### config.mk
export PLATFORM = sky130hd
export DESIGN_NAME = seven_seg_reader
export DESIGN_NICKNAME = d
export VERILOG_FILES = /design/src/rtl/seven_seg_reader.sv
export SDC_FILE = /design/constraint.sdc
export NUM_CORES = 1
export LEC_CHECK = 0
export ABC_CLOCK_PERIOD_IN_PS = 2800
export CORE_ASPECT_RATIO = 0.5
export CORE_UTILIZATION = 45
export CTS_CLUSTER_SIZE = 10
export DETAILED_ROUTE_END_ITERATION = 10
export GPL_ROUTABILITY_DRIVEN = 0
export HOLD_SLACK_MARGIN = 0.06
export PLACE_DENSITY = 0.66
export RECOVER_POWER = 25
export SYNTH_ARGS = -nofsm -noshare
export SYNTH_HDL_FRONTEND = slang
export SYNTH_SLANG_ARGS = --single-unit
### constraint.sdc
create_clock -name clk -period 2.8 [get_ports clk]
set_input_delay 0.7 -clock clk [delete_from_list [all_inputs] [get_ports clk]]
set_output_delay 0.7 -clock clk [all_outputs]
set_load 0.03 [all_outputs]
### src/rtl/seven_seg_reader.sv
// ---------------------------------------------------------------------------
// seven_seg_reader
//
// Purpose:
//   Recovers hexadecimal digit values from a multiplexed 7-segment display
//   bus. This is the inverse of the hex-to-7-segment decoder. The pair
//   {seg_in, dig_sel} is sampled every cycle. A pattern must hold for
//   STABLE_CYCLES consecutive samples before it is accepted as a digit event.
//   One-hot events are assembled into a full multi-digit word. A word is
//   presented once every digit position has been captured at least once.
//
// Parameters:
//   STABLE_CYCLES - consecutive identical samples required (>= 1)
//   DIGITS        - number of multiplexed digit positions (>= 2)
//   IDX_W         - width of the digit index (derived)
//
// Ports:
//   clk         in   rising-edge clock
//   rst         in   synchronous active-high reset
//   seg_in      in   segment lines a..g on bits 6..0, active-high
//   dig_sel     in   one-hot digit enable, all-zero = blanking/idle
//   digit_valid out  one-cycle pulse per accepted digit event
//   digit_idx   out  index of the accepted digit
//   digit_val   out  decoded nibble
//   digit_err   out  illegal segment pattern or non-one-hot select
//   word_out    out  assembled word, digit k at [4k+3:4k]
//   word_valid  out  one-cycle pulse when word_out takes a complete frame
//   word_err    out  some digit of the completed frame carried an error
// ---------------------------------------------------------------------------
module seven_seg_reader #(
    parameter int STABLE_CYCLES = 3,
    parameter int DIGITS        = 4,
    parameter int IDX_W         = $clog2(DIGITS)
) (
    input  logic                  clk,
    input  logic                  rst,
    input  logic [6:0]            seg_in,
    input  logic [DIGITS-1:0]     dig_sel,
    output logic                  digit_valid,
    output logic [IDX_W-1:0]      digit_idx,
    output logic [3:0]            digit_val,
    output logic                  digit_err,
    output logic [4*DIGITS-1:0]   word_out,
    output logic                  word_valid,
    output logic                  word_err
);

    localparam int                 CNT_W   = $clog2(STABLE_CYCLES + 1);
    localparam int                 R_W     = 7 + DIGITS;
    localparam logic [CNT_W-1:0]   CNT_MAX = CNT_W'(STABLE_CYCLES);
    localparam logic [CNT_W-1:0]   CNT_ONE = CNT_W'(1);

    // Sample register and stability counter
    logic [R_W-1:0]          r_q, r_d;
    logic [CNT_W-1:0]        cnt_q, cnt_d;

    // Frame assembly state
    logic [4*DIGITS-1:0]     shadow_q, shadow_d;
    logic [DIGITS-1:0]       mask_q, mask_d;
    logic                    sticky_q, sticky_d;

    // Registered outputs
    logic                    digit_valid_q, digit_valid_d;
    logic [IDX_W-1:0]        digit_idx_q, digit_idx_d;
    logic [3:0]              digit_val_q, digit_val_d;
    logic                    digit_err_q, digit_err_d;
    logic [4*DIGITS-1:0]     word_out_q, word_out_d;
    logic                    word_valid_q, word_valid_d;
    logic                    word_err_q, word_err_d;

    // Combinational helpers
    logic [R_W-1:0]          cur_sample;
    logic                    changed;
    logic                    fire;
    logic                    sel_onehot;
    logic [IDX_W-1:0]        sel_idx;
    logic [4:0]              decoded;
    logic [DIGITS-1:0]       mask_new;

    // Segment pattern to {err, nibble}. Unknown patterns decode to 0 with err.
    function automatic logic [4:0] decode_seg(input logic [6:0] seg);
        logic [4:0] res;
        case (seg)
            7'h7E:   res = 5'h00;
            7'h30:   res = 5'h01;
            7'h6D:   res = 5'h02;
            7'h79:   res = 5'h03;
            7'h33:   res = 5'h04;
            7'h5B:   res = 5'h05;
            7'h5F:   res = 5'h06;
            7'h70:   res = 5'h07;
            7'h7F:   res = 5'h08;
            7'h7B:   res = 5'h09;
            7'h77:   res = 5'h0A;
            7'h1F:   res = 5'h0B;
            7'h4E:   res = 5'h0C;
            7'h3D:   res = 5'h0D;
            7'h4F:   res = 5'h0E;
            7'h47:   res = 5'h0F;
            default: res = 5'h10;
        endcase
        return res;
    endfunction

    // Stability tracking and event detection. The event condition also accepts
    // a fresh change when STABLE_CYCLES is 1. In that case the counter sits at
    // its maximum and a change lands it there again instead of "transitioning"
    // into it. For larger thresholds, a change always resets the count to 1,
    // so the extra term has no effect.
    always_comb begin
        cur_sample = {seg_in, dig_sel};
        changed    = (cur_sample != r_q);
        r_d        = cur_sample;
        if (changed) begin
            cnt_d = CNT_ONE;
        end else if (cnt_q == CNT_MAX) begin
            cnt_d = cnt_q;
        end else begin
            cnt_d = cnt_q + CNT_ONE;
        end
        fire = (cnt_d == CNT_MAX) && (changed || (cnt_q != CNT_MAX)) && (|dig_sel);
    end

    // Select qualification and binary encoding of the one-hot select. The
    // encoder is only meaningful when the select is one-hot.
    always_comb begin
        sel_onehot = (|dig_sel) && ((dig_sel & (dig_sel - DIGITS'(1))) == '0);
        sel_idx    = '0;
        for (int k = 0; k < DIGITS; k++) begin
            if (dig_sel[k]) begin
                sel_idx = IDX_W'(k);
            end
        end
        decoded = decode_seg(seg_in);
    end

    // Event reporting and frame assembly. Digit fields hold between events.
    // Only one-hot events touch the shadow word, the mask and the sticky error.
    // Completing a frame publishes the shadow word including the new nibble.
    always_comb begin
        digit_valid_d = 1'b0;
        digit_idx_d   = digit_idx_q;
        digit_val_d   = digit_val_q;
        digit_err_d   = digit_err_q;
        word_out_d    = word_out_q;
        word_valid_d  = 1'b0;
        word_err_d    = word_err_q;
        shadow_d      = shadow_q;
        mask_d        = mask_q;
        sticky_d      = sticky_q;
        mask_new      = mask_q | dig_sel;

        if (fire) begin
            digit_valid_d = 1'b1;
            if (sel_onehot) begin
                digit_idx_d = sel_idx;
                digit_val_d = decoded[3:0];
                digit_err_d = decoded[4];
                for (int k = 0; k < DIGITS; k++) begin
                    if (dig_sel[k]) begin
                        shadow_d[4*k +: 4] = decoded[3:0];
                    end
                end
                if (mask_new == {DIGITS{1'b1}}) begin
                    word_out_d   = shadow_d;
                    word_err_d   = sticky_q | decoded[4];
                    word_valid_d = 1'b1;
                    mask_d       = '0;
                    sticky_d     = 1'b0;
                end else begin
                    mask_d   = mask_new;
                    sticky_d = sticky_q | decoded[4];
                end
            end else begin
                digit_idx_d = '0;
                digit_val_d = 4'h0;
                digit_err_d = 1'b1;
            end
        end
    end

    // State and output registers
    always_ff @(posedge clk) begin
        if (rst) begin
            r_q           <= '0;
            cnt_q         <= '0;
            shadow_q      <= '0;
            mask_q        <= '0;
            sticky_q      <= 1'b0;
            digit_valid_q <= 1'b0;
            digit_idx_q   <= '0;
            digit_val_q   <= 4'h0;
            digit_err_q   <= 1'b0;
            word_out_q    <= '0;
            word_valid_q  <= 1'b0;
            word_err_q    <= 1'b0;
        end else begin
            r_q           <= r_d;
            cnt_q         <= cnt_d;
            shadow_q      <= shadow_d;
            mask_q        <= mask_d;
            sticky_q      <= sticky_d;
            digit_valid_q <= digit_valid_d;
            digit_idx_q   <= digit_idx_d;
            digit_val_q   <= digit_val_d;
            digit_err_q   <= digit_err_d;
            word_out_q    <= word_out_d;
            word_valid_q  <= word_valid_d;
            word_err_q    <= word_err_d;
        end
    end

    assign digit_valid = digit_valid_q;
    assign digit_idx   = digit_idx_q;
    assign digit_val   = digit_val_q;
    assign digit_err   = digit_err_q;
    assign word_out    = word_out_q;
    assign word_valid  = word_valid_q;
    assign word_err    = word_err_q;

endmodule

==> flow_summary.json <==
{
  "syn_area_um2": 2730,
  "clkTransAtPathRegs_ps": 50,
  "yosysSeqAreaShare_pct": 44.0,
  "r2r_start": "r_q[1]",
  "slew_headroom_pct": 54.7,
  "syn_inst": 303,
  "clock.fmax_mhz": 370,
  "critPathBufInv": 2,
  "die-area_um2": 6410,
  "synth_fp_nets": 316,
  "synth_top_area_cell": "dfxtp_1",
  "critPathKind": "in -> reg",
  "dp_slack_ps": -242,
  "max-vdd-ir-drop_v": 0.000295,
  "syn_area_per_cell_um2": 9.02,
  "tritoncts": "done",
  "start_util_pct": 48.3,
  "layout_common_cells": "60 x dfxtp_1, 50 x buf_4, 28 x a21oi_1",
  "drc": 2,
  "drive_above_1_share_pct": 20.4,
  "routed_wl_um": 7190,
  "port_buffers": 38,
  "path_cells": "clkdlybuf4s50_1 > nor3_1 > a211o_1 > or4_1 > buf_4 > or3_1 > a21oi_1",
  "via_per_inst": 5.52,
  "post-cts-setup-buffer-count": 0,
  "numCtsBuffers": 9,
  "vias": 2545,
  "pin_count": 39,
  "hold_ws_ps": 450,
  "overflow": 0,
  "ys_top_cells_by_area": "dfxtp_1 44%, a21oi_1 5.1%, mux2i_1 4.4%",
  "wl_per_cell_um": 15.6,
  "slowest_stage": "or4_1",
  "status": "finished with violations",
  "finalHoldViolations": 0,
  "clock_latency_ps": 330,
  "finalCritPeriodShare_pct": 96.4,
  "critPathTopFamily": "simple AND/OR/NAND/NOR gates",
  "final_nets": 397,
  "final.min_clock_period_ps": 2700,
  "synth-seq-cells": 60,
  "p_leak_nw": 1.55,
  "grt_max_degree": 17,
  "dpl.hpwl_um": 5160,
  "slowest_delay_ps": 590,
  "arrival_ps": 2950,
  "p_per_area_nw_per_um2": 546,
  "final_max_slew_viol_count": 0,
  "crit_path_end_kind": "flop",
  "worst_slack_ps": 99.6,
  "area_growth_pct": 39.0,
  "min_from": "digit_idx[0]",
  "coreArea_um2": 5660,
  "dpl-instance-area_um2": 3530,
  "required_ps": 3050,
  "first_pass_iters": 10,
  "htreeDepth": 3,
  "final_common_cell": "dfxtp_1",
  "ctsLongestPathBuffers": 2,
  "die_w_um": 112,
  "final_area_um2": 3800,
  "crit_path_start": "dig_sel[1]",
  "violations": "DRC",
  "ctsHoldBuffers": 0,
  "maxCapViolations": 0,
  "hold_class": "reg -> reg",
  "cts.sinks": 60,
  "rsz0062_at_grt": "false",
  "drtAntennaViolNets": 0,
  "synth_cell_types": 48,
  "antenna_found_initial": 0,
  "worstPathMaxFanout": 11,
  "finClkSkew_ps": 6.51,
  "placementRows": 19,
  "finalSetupViolations": 0,
  "insertedDiodeCount": 0,
  "grt_pass1_wl_um": 11900,
  "ctsResizeCount": 0,
  "cp-start-kind": "input port",
  "worst_pin_slew_ps": 680,
  "ys_warn_count": 0,
  "synth_top_cell_area_share_pct": 44.0,
  "die_y_um": 57.1,
  "root_buffer": "clkbuf_16",
  "drt-initial-drc-count": 133,
  "grt_pass1_vias": 2466,
  "track_usage_pct": 24.7
}
## registers in the layout (all words and copies together) (netlist names), 2 cells and up
register,cells
cnt_q,2
word_out,16
digit_idx,2
r_q,11
shadow_q,16
mask_q,4
digit_val,4
## power by group
group          switching, mW  total [mW]  internal, mW
sequential           0.00441       0.869         0.865
clock                  0.365        1.00         0.638
combinational          0.106       0.200        0.0937
## per-stage QoR
stage	util, %	setup TNS, ps	power (mW)	std cells
floorplan	-	0	0.992	303
global placement	62.4	-4290	1.08	446
detailed placement	62.4	-4960	1.09	446
CTS	67.2	0	2.10	461
global route	67.1	0	2.16	461
finish	67.1	0	2.07	461
## cells by family after synthesis
group           share of synthesized area, %
simple gates                            22.2
compound gates                          20.4
flops                                   44.0
buf+inv                                 4.90
xor+xnor                                4.17
mux                                     4.40
## metal layers
layer	track usage, %	wire [um]	vias to the layer above
li1	-	-	1249
met1	30.2	3410	1212
met2	40.6	3310	72
met3	9.46	380	12
met4	8.38	87	0
met5	0	0	-
## worst min-delay path: cells and delay by family (launching register included)
family / cells / cell delay, ps
and+or+nand+nor: 1 / 50
AOI/OAI and AO/OA: 1 / 50
DFF: 1 / 300
## area by class of cell
class / count / area, um2
clock buffers: 13 / 260
clock inverters: 2 / 10.0
fillers: 463 / 1860
inverters: 11 / 41.3
multi-input cells: 210 / 1400
flip-flops and latches: 60 / 1200
well taps: 73 / 91.3
repair buffers: 92 / 792
## cells in the mapped netlist (all sizes together)
cell type  count
xor2           1
or4b           2
nand3          7
and2           1
nor3b          1
nand3b         4
nor2          27
nand4          3
or4            2
nand2b        13
or3            6
xnor2         12
nor4           5
a211o          1
o31a           2
or3b           1
mux2i         12
nand4bb        1
o211ai         5
o2bb2ai        6
and3b          1
nor3           5
clkbuf        18
a31oi          2
a41oi          1
inv           11
a2bb2oi        1
buf            4
dfxtp         60
o31ai          5
nand2          9
nor2b          7
nor4b          1
o21ai          5
a31o           1
a311oi         2
a22o          12
a211oi         3
a21oi         28
a21boi         3
or2            7
o22ai          3
o21bai         1
nand4b         1
## final timing paths
path / to / slack [ps] / depth (start not counted)
setup / recovery: digit_val[2] / 100 / 7
hold / removal: digit_idx[0] / 450 / 2
setup reg to reg: digit_val[2] / 690 / 6
hold reg to reg: digit_idx[0] / 450 / 2
Note: power is estimated with default switching activity, not from simulation.
